## src/rtl/queue_drain_pkg.sv

```systemverilog
// ----------------------------------------------------------------------------
// queue_drain_pkg
//   Shared types and defaults for the queue drain controller.
//   - drain_state_t   : FSM state encoding (IDLE, FETCH, CAPT, POP, HOLD)
//   - DEF_BITWIDTH    : default queue word width, shared with the queue
//   - DEF_QUEUESIZE   : default queue depth, shared with the queue
//   - cnt_width()     : width of a counter able to hold 0..depth
// ----------------------------------------------------------------------------
package queue_drain_pkg;

    localparam int DEF_BITWIDTH  = 3;
    localparam int DEF_QUEUESIZE = 8;

    typedef enum logic [2:0] {
        IDLE  = 3'd0,
        FETCH = 3'd1,
        CAPT  = 3'd2,
        POP   = 3'd3,
        HOLD  = 3'd4
    } drain_state_t;

    function automatic int cnt_width(input int depth);
        return $clog2(depth) + 1;
    endfunction

endpackage

```

## src/rtl/queue_drain_ctrl.sv

```systemverilog
// ----------------------------------------------------------------------------
// queue_drain_ctrl
//   Consumer-side controller for a BITWIDTH x QUEUESIZE command-driven queue.
//   Issues `top` then `dequeue` to the queue, captures the head word and
//   presents it downstream as a valid/ready stream, counting delivered words.
//
// Ports
//   clk, rst        : clock, asynchronous active-high reset
//   enable          : permits starting a new fetch (sampled in IDLE and at
//                     the handshake only)
//   q_is_empty      : queue empty flag
//   q_data          : queue data_out, valid in the cycle after `top`
//   q_top           : queue `top` command, one-cycle pulse
//   q_dequeue       : queue `dequeue` command, one-cycle pulse
//   q_enqueue       : constant 0, this block never writes the queue
//   out_valid       : out_data holds an undelivered word
//   out_data        : delivered word
//   out_ready       : sink ready
//   drained_count   : words delivered since reset, wraps
//   busy            : FSM not in IDLE
//   dbg_state       : current FSM state, for observation only
//
// Stream handshake: a word transfers on a rising edge where out_valid and
// out_ready are both high. out_valid never drops and out_data never changes
// before that transfer; out_ready may toggle freely and has no effect while
// out_valid is low.
//
// Queue contract: q_is_empty is expected to reflect a dequeue issued in the
// same cycle (empty-after-this-cycle). The handshake in POP coincides with
// the dequeue of the last word, and a pre-pop flag there would make the FSM
// issue `top` on an empty queue.
// ----------------------------------------------------------------------------
module queue_drain_ctrl
    import queue_drain_pkg::*;
#(
    parameter int BITWIDTH  = DEF_BITWIDTH,
    parameter int QUEUESIZE = DEF_QUEUESIZE,
    parameter int CNTWIDTH  = $clog2(QUEUESIZE) + 1
) (
    input  logic                clk,
    input  logic                rst,
    input  logic                enable,
    input  logic                q_is_empty,
    input  logic [BITWIDTH-1:0] q_data,
    output logic                q_top,
    output logic                q_dequeue,
    output logic                q_enqueue,
    output logic                out_valid,
    output logic [BITWIDTH-1:0] out_data,
    input  logic                out_ready,
    output logic [CNTWIDTH-1:0] drained_count,
    output logic                busy,
    output drain_state_t        dbg_state
);

    drain_state_t          state_q, state_d;
    logic                  q_top_q;
    logic                  q_dequeue_q;
    logic                  out_valid_q;
    logic                  busy_q;
    logic [BITWIDTH-1:0]   out_data_q;
    logic [CNTWIDTH-1:0]   count_q;

    logic                  can_fetch;
    logic                  handshake;

    assign can_fetch = enable && !q_is_empty;
    // Both POP and HOLD present a valid word; either may complete the transfer.
    assign handshake = ((state_q == POP) || (state_q == HOLD)) && out_ready;

    always_comb begin
        state_d = state_q;
        unique case (state_q)
            IDLE:  if (can_fetch) state_d = FETCH;
            FETCH: state_d = CAPT;
            CAPT:  state_d = POP;
            POP, HOLD: begin
                if (handshake) begin
                    state_d = can_fetch ? FETCH : IDLE;
                end else begin
                    state_d = HOLD;
                end
            end
            default: state_d = IDLE;
        endcase
    end

    // Outputs are registered from the next state so that every command and
    // out_valid is a pure function of the registered state, with no
    // combinational path from out_ready or enable to any output.
    always_ff @(posedge clk or posedge rst) begin
        if (rst) begin
            state_q     <= IDLE;
            q_top_q     <= 1'b0;
            q_dequeue_q <= 1'b0;
            out_valid_q <= 1'b0;
            busy_q      <= 1'b0;
            out_data_q  <= '0;
            count_q     <= '0;
        end else begin
            state_q     <= state_d;
            q_top_q     <= (state_d == FETCH);
            q_dequeue_q <= (state_d == POP);
            out_valid_q <= (state_d == POP) || (state_d == HOLD);
            busy_q      <= (state_d != IDLE);
            // The queue answers `top` one cycle later, i.e. during CAPT.
            if (state_q == CAPT) begin
                out_data_q <= q_data;
            end
            if (handshake) begin
                count_q <= count_q + CNTWIDTH'(1);
            end
        end
    end

    assign q_top         = q_top_q;
    assign q_dequeue     = q_dequeue_q;
    assign q_enqueue     = 1'b0;
    assign out_valid     = out_valid_q;
    assign out_data      = out_data_q;
    assign drained_count = count_q;
    assign busy          = busy_q;
    assign dbg_state     = state_q;

endmodule

```

## config.mk

```make
export PLATFORM = sky130hd
export DESIGN_NAME = queue_drain_ctrl
export DESIGN_NICKNAME = d
export VERILOG_FILES = /design/src/rtl/queue_drain_pkg.sv /design/src/rtl/queue_drain_ctrl.sv
export SDC_FILE = /design/constraint.sdc
export NUM_CORES = 1
export LEC_CHECK = 0
export CAP_MARGIN = 20
export CORE_UTILIZATION = 38
export DETAILED_ROUTE_END_ITERATION = 6
export GPL_ROUTABILITY_DRIVEN = 0
export PLACE_DENSITY_LB_ADDON = 0.12
export REMOVE_ABC_BUFFERS = 1
export SKIP_LAST_GASP = 1
export SLEW_MARGIN = 20
export SYNTH_ARGS = -nofsm -noshare
export SYNTH_HDL_FRONTEND = slang
export SYNTH_SLANG_ARGS = --single-unit
```

## constraint.sdc

```tcl
create_clock -name clk -period 1.3 [get_ports clk]
set_input_delay 0.26 -clock clk [delete_from_list [all_inputs] [get_ports clk]]
set_output_delay 0.26 -clock clk [all_outputs]
set_load 0.005 [all_outputs]
```

==> summary.md, run 1 <==
| Metric | Value |
|---|---|
| Arithmetic-cell share of the synthesized area counting full adders, half adders and majority gates | `1.88%` |
| Number of antenna-violating nets in the routed design | `0` |
| Peak fanout along the critical path | `4` |
| Worst setup path category | `flip-flop to flip-flop` |
| Final setup violating endpoints | `3` |
| Residual overflow from global routing | `0` |
| Number of flops mapped to enable cells by yosys | `0` |
| Total iterations of the first detailed-routing run | `5` |
| Most frequent cell after synthesis | `dfrtp_1` |
| Htree depth | `1` |
| Top-Level Pins | `23` |
| Combinational family with the most area after synthesis | `simple AND/OR/NAND/NOR gates` |
| Number of global-route vias before repair | `539` |
| DR vias | `542` |
| Endpoints failing hold | `0` |
| Number of unique standard cell types used by synthesis | `28` |
| Violated checks | `DRC, setup timing` |
| Compound-cell area share of the yosys netlist | `10.1%` |
| Synth warn | `0` |
| Share of the synthesized netlist area taken by xor and xnor gates | `5.25%` |
| P_leak | `0.515 nW` |
| Reg clk slew, reported paths | `70 ps` |
| Clock network latency to the later pin of the worst-skew pair | `270 ps` |
| Final WS setup | `-71.4 ps` |
| Antenna diode count | `0` |
| Yosys top cell area share | `52.5%` |
| Reported max-cap violation count | `0` |
| Count of port buffers added during placement | `21` |
| CORE AREA | `1580 um^2` |
| Upper clock frequency limit | `729 MHz` |
| Post-synthesis instance area | `667 um^2` |
| Post-layout net count | `105` |
| VDD IR-drop max | `1.02 mV` |
| Die Area | `1930 um^2` |
| Kind of start point of the critical path | `flip-flop` |
| Fin crit share | `105%` |
| Post-synthesis mux area share | `9.01%` |
| Number of rows in the core area | `14` |
| Proportion of register bits with asynchronous set or reset after synthesis | `100%` |
| Number of antenna violations at the first check in global routing | `0` |
| Fraction of layout cells with a size suffix above 1 | `35.1%` |
| Width of the die | `43.9 um` |
| Clock tree buffer depth | `2` |
| Cell accounting for the most synthesized area | `dfrtp_1` |
| Most used flip-flop cell after synthesis | `dfrtp_1` |
| Data arrival time of the critical path | `1530 ps` |
| Num Clock Sinks | `14` |
| Sequential-to-total area share from yosys stat | `52.5%` |
| Most common library cells after synthesis | `dfrtp_1, mux2_4, nor2_1` |
| Class of the worst hold path | `input pin to asynchronous set/reset pin` |
| Detailed-route DRC error count | `3` |
| Number of violations reported at the end of detailed-routing iteration 0 | `4` |
| Inserted Clock Buffers | `3` |
| Maximum number of pins on one net before global-route repair | `15` |
| Worst clock skew on the final layout | `2.00 ps` |
| Fraction of the core area covered by cells at the end of the flow | `64.8%` |
| Mapped Cells | `56` |
| Starting Density | `42.3%` |
| Status | `finished with violations` |
| Post-detailed-route via-to-cell ratio | `4.93` |
| CTS tree | `done` |
| #FFs+latches synth | `14` |
| Cell types occupying the most area after synthesis | `dfrtp_1, mux2_4, xnor2_1` |
| Simple-gate portion of the synthesized area | `13.7%` |
| Final count of pins violating max slew | `0` |
| Root buf cell | `clkbuf_4` |
| Unrepaired setup endpoints after global routing | `yes` |
| Worst path required time | `1460 ps` |
| Reg2reg path depth | `4` |
| Post-detailed-routing wire length | `1350 um` |
| Layout Area Growth over Synthesis | `53.1%` |
| Final worst path period need | `1370 ps` |
| Overall Global Routing Usage | `16.3%` |
| Power Dens Cells | `2200 nW/um^2` |
| Wire length of the first global-routing pass | `2240 um` |
| Worst Setup End Kind | `flip-flop` |
| Wire length per cell after detailed routing | `12.2 um` |
| Design Power | `2.25 mW` |
| Die height | `43.9 um` |
| Post-detailed-placement half-perimeter wirelength | `946 um` |
| Worst hold slack | `284 ps` |
| Number of hold buffers added after CTS | `0` |
| Avg Inst Size Synth | `11.9 um^2` |
-- per-layer routing --
layer / track usage (%) / up-vias / part of all wire [%]
met3: 4.17 / 2 / 7.0
met2: 25.7 / 20 / 47
li1: - / 267 / -
met5: 0 / - / 0
met4: 9.09 / 0 / 0.89
met1: 20.3 / 253 / 45
-- worst max-delay path, stage by stage (launching register included) --
cell,delay [ps]
dfrtp_2,410
buf_4,160
and3b_4,180
o21a_4,230
mux2_4,290
-- cell families (layout without fill, tap and decap cells) --
| group | count (synthesis) | in the layout |
|---|---|---|
| xor gates and xnor gates | 4 | 4 |
| and+or+nand+nor | 15 | 15 |
| buffers and inverters | 7 | 45 |
| DFF | 14 | 14 |
| muxes | 4 | 4 |
| other | 1 | 1 |
| adders and majority gates | 1 | 1 |
| AOI/OAI and AO/OA | 10 | 10 |
-- power breakdown --
part | leakage [nW] | total (mW) | internal, mW | switching, mW
registers | 0.171 | 0.718 | 0.638 | 0.0804
logic | 0.330 | 1.30 | 0.790 | 0.513
clock network | 0.0138 | 0.227 | 0.107 | 0.120
total | 0.515 | 2.25 | 1.53 | 0.714
-- stage by stage --
step | cells | setup slack (ps) | instance area (um^2) | setup TNS, ps
after floorplan | 52 | -5.38 | 632 | -5.38
after global placement | 98 | -79.5 | 930 | -317
after detailed placement | 98 | -96.5 | 930 | -380
after CTS | 108 | -109 | 990 | -362
after global routing | 110 | -94.5 | 1020 | -282
final | 110 | -71.4 | 1020 | -76.6
-- flip-flops by register name, summed over array words and instances (netlist names) --
register,count
q_dequeue,1
out_data,3
out_valid,1
busy,1
dbg_state,3
drained_count,4
q_top,1
-- path summary, 6_finish.rpt --
| path | start | end | slack [ps] |
|---|---|---|---|
| max | dbg_state[0] | drained_count[1] | -70 |
| min | rst | drained_count[3] | 280 |
| max reg2reg | dbg_state[0] | drained_count[1] | -70 |
| min reg2reg | out_data[1] | out_data[1] | 500 |
| max in group asynchronous | rst | dbg_state[0] | 840 |
| min in group clk | out_data[1] | out_data[1] | 500 |
-- cells in the final DEF, fill, tap and decap left out, types with 2 or more instances in the layout --
cell	netlist	final
a21oi_1	2	2
a31oi_1	3	3
and3_2	1	2
buf_4	1	17
clkbuf_4	0	3
clkdlybuf4s50_1	0	7
dfrtp_1	14	13
dlygate4sd2_1	0	13
inv_1	2	2
mux2_4	4	4
nand2_1	2	2
nor2_1	4	3
xnor2_1	3	3
-- area by class of cell --
type / count / area [um^2]
Clock buffer: 3 / 22.5
Timing Repair Buffer: 39 / 335
Tap cell: 16 / 20.0
Fill cell: 154 / 556
Inverter: 3 / 11.3
Sequential cell: 14 / 352
Multi-Input combinational cell: 35 / 280
-- timing repair --
action	CTS	global route
endpoints found under the hold margin	0	0
pin swaps	0	4
buffers inserted	7	2
endpoints found under the setup margin	14	10
gates resized for setup	14	6
Power figures use the tool's default switching activity.
==> inputs of run 2 (changes only) <==
Settings changed: MAX_ROUTING_LAYER set to met4.
==> results of run 2 <==
Same layout as run 1: the final DEF is identical, and so are final timing and power.
Main changes from that run: overall routing resource usage 16.3% -> 16.8%
